**src/rtl/bp_pkg.sv**
```systemverilog
// Shared definitions for the frame update scheduler: FSM state encodings,
// VGA 640x480 timing constants and a small width helper.
package bp_pkg;

    // FSM state encodings
    localparam logic [1:0] ST_IDLE = 2'd0;
    localparam logic [1:0] ST_REQ  = 2'd1;
    localparam logic [1:0] ST_GAP  = 2'd2;

    typedef enum logic [1:0] {
        IDLE = ST_IDLE,
        REQ  = ST_REQ,
        GAP  = ST_GAP
    } sched_state_t;

    // VGA 640x480 horizontal timing, in pixel clocks
    localparam int H_VISIBLE = 640;
    localparam int H_FRONT   = 16;
    localparam int H_SYNC    = 96;
    localparam int H_BACK    = 48;
    localparam int H_TOTAL   = H_VISIBLE + H_FRONT + H_SYNC + H_BACK;

    // VGA 640x480 vertical timing, in lines
    localparam int V_VISIBLE = 480;
    localparam int V_FRONT   = 10;
    localparam int V_SYNC    = 2;
    localparam int V_BACK    = 33;
    localparam int V_TOTAL   = V_VISIBLE + V_FRONT + V_SYNC + V_BACK;

    // Sync lines idle high and pulse low
    localparam logic SYNC_IDLE_LEVEL = 1'b1;

    // Pixel clocks available for game-state updates during vertical blanking
    localparam int V_BLANK_LINES  = V_FRONT + V_SYNC + V_BACK;
    localparam int V_BLANK_CYCLES = V_BLANK_LINES * H_TOTAL;

    // Index width for n clients, never narrower than one bit
    function automatic int idx_width(input int n);
        return (n > 1) ? $clog2(n) : 1;
    endfunction

endpackage

```
**src/rtl/upd_watchdog.sv**
```systemverilog
// Per-slot watchdog: loaded when a client is granted, counts down while the
// grant is outstanding and flags expiry when the count reaches zero.
module upd_watchdog #(
    parameter int TIMEOUT = 1024
) (
    input  logic px_clk,
    input  logic rst,
    input  logic load,
    input  logic en,
    output logic expired
);

    localparam int WD_W = $clog2(TIMEOUT + 1);
    // Loading TIMEOUT-1 lets the grant stay high for exactly TIMEOUT cycles
    localparam logic [WD_W-1:0] LOAD_VAL = WD_W'(TIMEOUT - 1);

    logic [WD_W-1:0] count_q;
    logic [WD_W-1:0] count_d;

    // Next count: reload on a new grant, otherwise count down while enabled
    always_comb begin
        count_d = count_q;
        if (load) begin
            count_d = LOAD_VAL;
        end else if (en && (count_q != '0)) begin
            count_d = count_q - 1'b1;
        end
    end

    // Count register
    always_ff @(posedge px_clk or posedge rst) begin
        if (rst) begin
            count_q <= '0;
        end else begin
            count_q <= count_d;
        end
    end

    assign expired = en && (count_q == '0);

endmodule

```
**src/rtl/frame_update_scheduler.sv**
```systemverilog
// Frame update scheduler: on each VSYNC falling edge grants one update slot to
// every client in index order with a req/ack handshake, a watchdog per slot,
// a frame counter and sticky overrun / timeout flags.
module frame_update_scheduler
    import bp_pkg::*;
#(
    parameter int NUM_CLIENTS = 4,
    parameter int TIMEOUT     = 1024,
    parameter int CNT_W       = 16
) (
    input  logic                   px_clk,
    input  logic                   rst,
    input  logic                   vsync_i,
    input  logic                   enable_i,
    input  logic [NUM_CLIENTS-1:0] upd_ack_i,
    input  logic                   clr_err_i,
    output logic [NUM_CLIENTS-1:0] upd_req_o,
    output logic                   busy_o,
    output logic [CNT_W-1:0]       frame_cnt_o,
    output logic                   overrun_o,
    output logic [NUM_CLIENTS-1:0] to_err_o
);

    localparam int IDX_W = idx_width(NUM_CLIENTS);
    localparam logic [IDX_W-1:0] LAST_IDX = IDX_W'(NUM_CLIENTS - 1);

    sched_state_t           state_q,    state_d;
    logic [IDX_W-1:0]       slotIdx_q,  slotIdx_d;
    logic [NUM_CLIENTS-1:0] updReq_q,   updReq_d;
    logic                   busy_q,     busy_d;
    logic [CNT_W-1:0]       frameCnt_q, frameCnt_d;
    logic                   overrun_q,  overrun_d;
    logic [NUM_CLIENTS-1:0] toErr_q,    toErr_d;
    logic                   vsDly_q;

    logic vsyncFall;
    logic slotAck;
    logic wdLoad;
    logic wdEn;
    logic wdExpired;

    // One-hot grant vector for a slot index
    function automatic logic [NUM_CLIENTS-1:0] slotGrant(input logic [IDX_W-1:0] idx);
        logic [NUM_CLIENTS-1:0] grant;
        grant      = '0;
        grant[idx] = 1'b1;
        return grant;
    endfunction

    assign vsyncFall = vsDly_q & ~vsync_i;
    assign slotAck   = upd_ack_i[slotIdx_q];
    assign wdEn      = (state_q == REQ);

    upd_watchdog #(
        .TIMEOUT (TIMEOUT)
    ) u_watchdog (
        .px_clk  (px_clk),
        .rst     (rst),
        .load    (wdLoad),
        .en      (wdEn),
        .expired (wdExpired)
    );

    // Next-state logic: slot sequencing, frame counting and sticky error flags
    always_comb begin
        state_d    = state_q;
        slotIdx_d  = slotIdx_q;
        updReq_d   = updReq_q;
        busy_d     = busy_q;
        frameCnt_d = frameCnt_q;
        overrun_d  = clr_err_i ? 1'b0 : overrun_q;
        toErr_d    = clr_err_i ? '0 : toErr_q;
        wdLoad     = 1'b0;

        // Every falling edge is counted; one that lands mid-sequence is an overrun
        if (vsyncFall) begin
            frameCnt_d = frameCnt_q + 1'b1;
            if (state_q != IDLE) begin
                overrun_d = 1'b1;
            end
        end

        case (state_q)
            IDLE: begin
                if (vsyncFall && enable_i) begin
                    state_d   = REQ;
                    slotIdx_d = '0;
                    updReq_d  = slotGrant('0);
                    busy_d    = 1'b1;
                    wdLoad    = 1'b1;
                end
            end
            REQ: begin
                // An ack in the expiry cycle still counts as a clean completion
                if (slotAck) begin
                    updReq_d = '0;
                    state_d  = GAP;
                end else if (wdExpired) begin
                    toErr_d[slotIdx_q] = 1'b1;
                    updReq_d           = '0;
                    state_d            = GAP;
                end
            end
            GAP: begin
                if (slotIdx_q == LAST_IDX) begin
                    state_d = IDLE;
                    busy_d  = 1'b0;
                end else begin
                    slotIdx_d = slotIdx_q + 1'b1;
                    updReq_d  = slotGrant(slotIdx_q + 1'b1);
                    wdLoad    = 1'b1;
                    state_d   = REQ;
                end
            end
            default: begin
                state_d  = IDLE;
                updReq_d = '0;
                busy_d   = 1'b0;
            end
        endcase
    end

    // State and output registers, cleared immediately by reset
    always_ff @(posedge px_clk or posedge rst) begin
        if (rst) begin
            state_q    <= IDLE;
            slotIdx_q  <= '0;
            updReq_q   <= '0;
            busy_q     <= 1'b0;
            frameCnt_q <= '0;
            overrun_q  <= 1'b0;
            toErr_q    <= '0;
            vsDly_q    <= 1'b1;
        end else begin
            state_q    <= state_d;
            slotIdx_q  <= slotIdx_d;
            updReq_q   <= updReq_d;
            busy_q     <= busy_d;
            frameCnt_q <= frameCnt_d;
            overrun_q  <= overrun_d;
            toErr_q    <= toErr_d;
            vsDly_q    <= vsync_i;
        end
    end

    assign upd_req_o   = updReq_q;
    assign busy_o      = busy_q;
    assign frame_cnt_o = frameCnt_q;
    assign overrun_o   = overrun_q;
    assign to_err_o    = toErr_q;

endmodule

```
**config.mk**
```make
export PLATFORM = sky130hd
export DESIGN_NAME = frame_update_scheduler
export DESIGN_NICKNAME = d
export VERILOG_FILES = /design/src/rtl/bp_pkg.sv /design/src/rtl/upd_watchdog.sv /design/src/rtl/frame_update_scheduler.sv
export SDC_FILE = /design/constraint.sdc
export NUM_CORES = 1
export LEC_CHECK = 0
export ABC_AREA = 1
export CORE_ASPECT_RATIO = 2
export CORE_MARGIN = 2
export CORE_UTILIZATION = 54
export CTS_CLUSTER_SIZE = 14
export DETAILED_ROUTE_END_ITERATION = 10
export PLACE_DENSITY = 0.89
export SLEW_MARGIN = 20
export SYNTH_ARGS = -nofsm -noshare
export SYNTH_HDL_FRONTEND = slang
export SYNTH_SLANG_ARGS = --single-unit
```
**constraint.sdc**
```tcl
create_clock -name px_clk -period 1.66 [get_ports px_clk]
set_input_delay 0.332 -clock px_clk [delete_from_list [all_inputs] [get_ports px_clk]]
set_output_delay 0.332 -clock px_clk [all_outputs]
set_load 0.05 [all_outputs]
```
# Yosys cells after proc, flatten, opt, wreduce, memory -nomap -nowiden

Cells that the tools add are included.

Bits in registers: 42
Input port bits: 9
Output and inout bits: 26
Logic and storage cells: 76

Add/subtract/negate cells: 3
Order comparisons: 4
Eq/ne operators: 7
Mux-type cells: 34
Bitwise operators: 4
Reduce and logical (&&, ||, !) cells: 15

Operators with widths:

| operator                | number |
|---|---|
| $mux W4                 | 8 |
| $mux W11                | 2 |
| $add A16 B1 Y16 const B | 1 |
| $pmux W4 S3             | 1 |
| $logic_not A11 Y1       | 1 |
| $mux W1                 | 11 |
| $reduce_bool A11 Y1     | 1 |
| $sub A11 B1 Y11 const B | 1 |
| $mux W2                 | 5 |
| $reduce_and A3 Y1       | 3 |
| $lt A2 B3 Y1 const B    | 2 |
| $ne A2 B2 Y1 const B    | 3 |
| $pmux W2 S3             | 1 |
| $reduce_bool A2 Y1      | 3 |
| $logic_and A1 B1 Y1     | 5 |
| $demux W1 S2            | 2 |
| $eq A2 B2 Y1 const B    | 2 |
| $ge A2 B1 Y1 const B    | 2 |
| $or A4 B4 Y4            | 1 |
| $pmux W2 S2             | 1 |
| $ne A3 B3 Y1 const B    | 1 |
| $pmux W1 S3             | 1 |
| $add A2 B1 Y2 const B   | 1 |
| $bmux W1 S2             | 1 |
| 6 further kinds         | 7 |

# Longest topological paths before layout

Gate-level depths: netlist of the first run.

Word-level depth: 8
Depth in mapped cells: 10
Gate-level depth less buffers: 9

# Hierarchy

Synthesis of the first run repeated with hierarchy kept, for this count alone.

Cells, all modules: 304
Area total of the unflattened synthesis: 2409.8 µm²

Modules (own cells, without submodules):

| module                 | times used | cells each | area each (µm²) | seq. area each (µm²) |
|---|---|---|---|---|
| frame_update_scheduler | 1          | 195        | 1636.6          | 777.0 |
| upd_watchdog           | 1          | 109        | 773.2           | 275.3 |

# Worst setup path before layout of the first run

No wires, ideal clock.

Kind: flip-flop to flip-flop
From: reg frameCnt_q[1] (netlist: frame_cnt_o[1])
To: reg frameCnt_q[14] (netlist: frame_cnt_o[14])
Setup time: 0.120 ns
Arrival: 1.595 ns
Data required time: 1.540 ns
Path slack: -0.054 ns
Cell stages (with the launch flop): 9
Path buffers: 0
Clock period less this slack: 1.714 ns
Cells stage by stage: dfrtp_1 ha_1 nand3_1 nor2_2 nand2_1 nor2_2 nand3_1 nand2_1 nand2_1

Longest elaborated chain between the ends: 1

RTL lines:

| item                   | RTL line                      | RTL |
|---|---|---|
| start, declared        | frame_update_scheduler.sv:31  | `logic [CNT_W-1:0] frameCnt_q, frameCnt_d;` |
| start signal, assigned | frame_update_scheduler.sv:139 | `frameCnt_q <= frameCnt_d;` |
| $add A16 B1 Y16        | frame_update_scheduler.sv:77  | `frameCnt_d = frameCnt_q + 1'b1;` |

Every way passes these cells.
A chain may end at the register's enable or synchronous reset.

# Final worst setup path of the first run

From: reg u_watchdog.count_q[0]
To: reg updReq_q[0] (netlist: upd_req_o[0])

Longest elaborated chain between the ends: 4

RTL lines:

| item                        | RTL line                      | RTL |
|---|---|---|
| start, declared             | upd_watchdog.sv:17            | `logic [WD_W-1:0] count_q;` |
| start signal, assigned      | upd_watchdog.sv:35            | `count_q <= count_d;` |
| $logic_not A11 Y1           | upd_watchdog.sv:39            | `assign expired = en && (count_q == '0);` |
| $logic_and A1 B1 Y1         | upd_watchdog.sv:39            |  |
| $ne A3 B3 Y1 (no line)      | --                            |  |
| $reduce_and A3 Y1 (no line) | --                            |  |
| end signal, assigned        | frame_update_scheduler.sv:137 | `updReq_q <= updReq_d;` |
| end, declared               | frame_update_scheduler.sv:29  | `logic [NUM_CLIENTS-1:0] updReq_q, updReq_d;` |

Every way passes these cells.

==> out/metrics.yaml, run 1 <==
combPwrFrac: 0.486
cts_root_buffer: "clkbuf_8"
p_clk_frac: 0.173
rsz0062_at_grt: "no"
worstMarginPinSlew_ns: 0.3108
internal_power_mw: 2.578
ys_ff_latch: 42
cts.sinks: 42
yosysTopAreaCell: "dfrtp_1"
grt_use_total: 0.2461
grt_pass1_wl_um: 8942
grt.overflow.total: 0
dp_hpwl_um: 3768
cp.arrival_ns: 1.74
die-width_um: 49.93
drcViolationCount: 0
synth-main-ff-cell: "dfrtp_1"
critPathTopFamily: "simple AND/OR/NAND/NOR gates"
min_period_ns: 1.541
avgSynthCellArea_um2: 8.080
fmax_mhz: 648.9
cp_cell_sequence: "inv_1, ha_4, nand3_4, nor2_4, nand2_4, nand3_1, nand2_1, nand2_1, nand2_1"
synthTopCellsByArea: "dfrtp_1 45%, nand2_1 15%, nand3_1 6.8%"
cp_slowest_cell: "dfrtp_1"
antenna_found_initial: 0
num-nets-final: 350
finalHoldViolations: 0
synthTopCellsByCount: "89 x nand2_1, 41 x dfrtp_1, 31 x nand3_1, 30 x inv_1, 22 x nor2_1"
final_antenna_net_count: 0
cp-end-kind: "register"
power_switching_share: 0.4478
cts_hold_buffers: 0
yosys_warnings: 0
cts_max_level: 2
finalCritPeriodShare: 0.9283
core_um2: 4088
status: "completed"
fin_skew_ns: 0.005218
setup_viol: 0
slowest_delay_ns: 0.39
pwr_density_cell_nw_per_um2: 1600
start_util: 0.5574
whs_ns: 0.3802
synthesis.nets: 298
drtIter0Drc: 46
max-slew-margin-rel: 0.7928
via_per_inst: 5.225
synth_area_um2: 2278
fin_tns_setup_ns: 0
diodes: 0
clk_path_buf_depth: 2
startpoint_type: "register"
synth.top_cell.area_share: 0.4503
port_buffers: 34
yosysMostFrequentCell: "nand2_1"
path_buf_inv: 1
grt_pass1_vias: 2030
syn_inst: 282
via_count: 2022
io_pins: 35
rows: 33
area.growth.synth_to_final_pct: 28.06
peakVddDrop_uv: 1308
drv_cap: 0
worstSetupPathType: "reg2reg"
route.final.wire_length_um: 5163
grt_max_degree: 43
wire_per_inst_um: 13.34
worstHoldPathType: "in2async"
slew_violations: 0
crit_top_cell: "nand2_1"
finalPower_mw: 4.668
path_clk_slew_ns: 0.08
clk_latency_ns: 0.30
chipHeight_um: 95.86
synth_edf_count: 0
gp_congestion: 0.8468
synthDistinctLibCells: 24
switchingPower_mw: 2.090
ys_async_sr_fraction: 1.000
p_leak_nw: 1.503
pwr-share-seq: 0.341
drive_gt1_frac: 0.2149
cts_tree: "yes"
drt_pass1_iterations: 4
cts_buffers: 5
critPathMaxFanout: 9
crit_required_ns: 1.86
ys_seq_area_frac: 0.4618
dieArea_um2: 4786
-- cell families after synthesis --
logic type | synth area share
adder cells (fa/ha/maj) | 0.03844
XOR/XNOR | 0.04997
AO/OA/AOI/OAI | 0.05546
AND/OR/NAND/NOR | 0.3300
buffers and inverters | 0.06425
flip-flops | 0.4618
-- layer usage --
layer | wire [um] | vias to the layer above | global-route usage | share of wire
met5 | 0 | - | 0 | 0
met4 | 211 | 0 | 0.1481 | 0.041
met3 | 195 | 19 | 0.04814 | 0.038
met2 | 2888 | 65 | 0.4433 | 0.56
met1 | 1867 | 935 | 0.2591 | 0.36
li1 | - | 1003 | - | -
-- flip-flops by register name, summed over array words and instances (netlist names) --
| name | count |
|---|---|
| vsDly_q | 1 |
| u_watchdog.count_q | 11 |
| slotIdx_q | 2 |
| overrun_o | 1 |
| state_q | 2 |
| busy_o | 1 |
| to_err_o | 4 |
| frame_cnt_o | 16 |
| upd_req_o | 4 |
-- placed cells by master, fill, tap and decap left out, drive strengths merged, types with 4 or more instances in the layout --
| master | synthesis | final |
|---|---|---|
| buf | 2 | 39 |
| clkbuf | 0 | 5 |
| clkdlybuf4s50 | 0 | 8 |
| dfrtp | 41 | 41 |
| ha | 7 | 7 |
| inv | 33 | 33 |
| nand2 | 95 | 95 |
| nand3 | 32 | 32 |
| nand4 | 6 | 6 |
| nor2 | 28 | 28 |
| nor3 | 4 | 4 |
| o21ai | 15 | 15 |
| xnor2 | 4 | 4 |
| xor2 | 9 | 9 |
-- worst min-delay path, stage by stage --
cell and delay [ns]:
clkdlybuf4s50_1 0.39, inv_1 0.09, buf_12 0.24
-- area by class of cell --
class                      count  area [um2]
fill                         307        1170
multi-input combinational    205        1092
inverter                      33       123.9
sequential                    42        1055
clock inverter                 3       40.04
tap                           52       65.06
timing repair buffer          47       473.0
clock buffer                   5       68.82
-- per-stage QoR --
| stage | worst slack [ns] | instance area, um2 | utilization | instances |
|---|---|---|---|---|
| after floorplan | 0.1134 | 2281 | - | 282 |
| after global placement | -0.004501 | 2796 | 0.6841 | 379 |
| after detailed placement | -0.05380 | 2796 | 0.6841 | 379 |
| after CTS | 0.07122 | 2905 | 0.7107 | 387 |
| after global routing | 0.01380 | 2918 | 0.7138 | 387 |
| final | 0.1190 | 2918 | 0.7138 | 387 |
-- power groups by stage --
stage	combinational, mW	sequential [mW]	clock (mW)
final	2.27	1.59	0.809
after global routing	2.52	1.63	0.862
after CTS	2.25	1.58	0.813
after detailed placement	2.24	1.60	0
after global placement	2.17	1.60	0
after floorplan	1.24	1.94	0
-- timing repair --
item | in CTS | in global routing
setup buffers | 0 | 0
endpoints found under the setup margin | 0 | 14
gates resized for setup | 0 | 2
-- path summary, 6_finish.rpt --
path	start	to	slack, ns	cells past startpoint
min	rst	frame_cnt_o[4]	0.38	3
min in group px_clk	vsync_i	vsDly_q	0.47	1
max in group asynchronous	rst	vsDly_q	1.03	3
max	u_watchdog.count_q[0]	upd_req_o[0]	0.12	9
max reg2reg	u_watchdog.count_q[0]	upd_req_o[0]	0.12	9
min reg2reg	upd_req_o[1]	upd_req_o[1]	0.48	2
Note: power is estimated with default switching activity, not from simulation.
==> run 2, diff against run 1 <==
Settings changed: CAP_MARGIN set to 30.
==> results of run 2 <==
The final DEF is identical to that of run 1; final timing and power are the same.
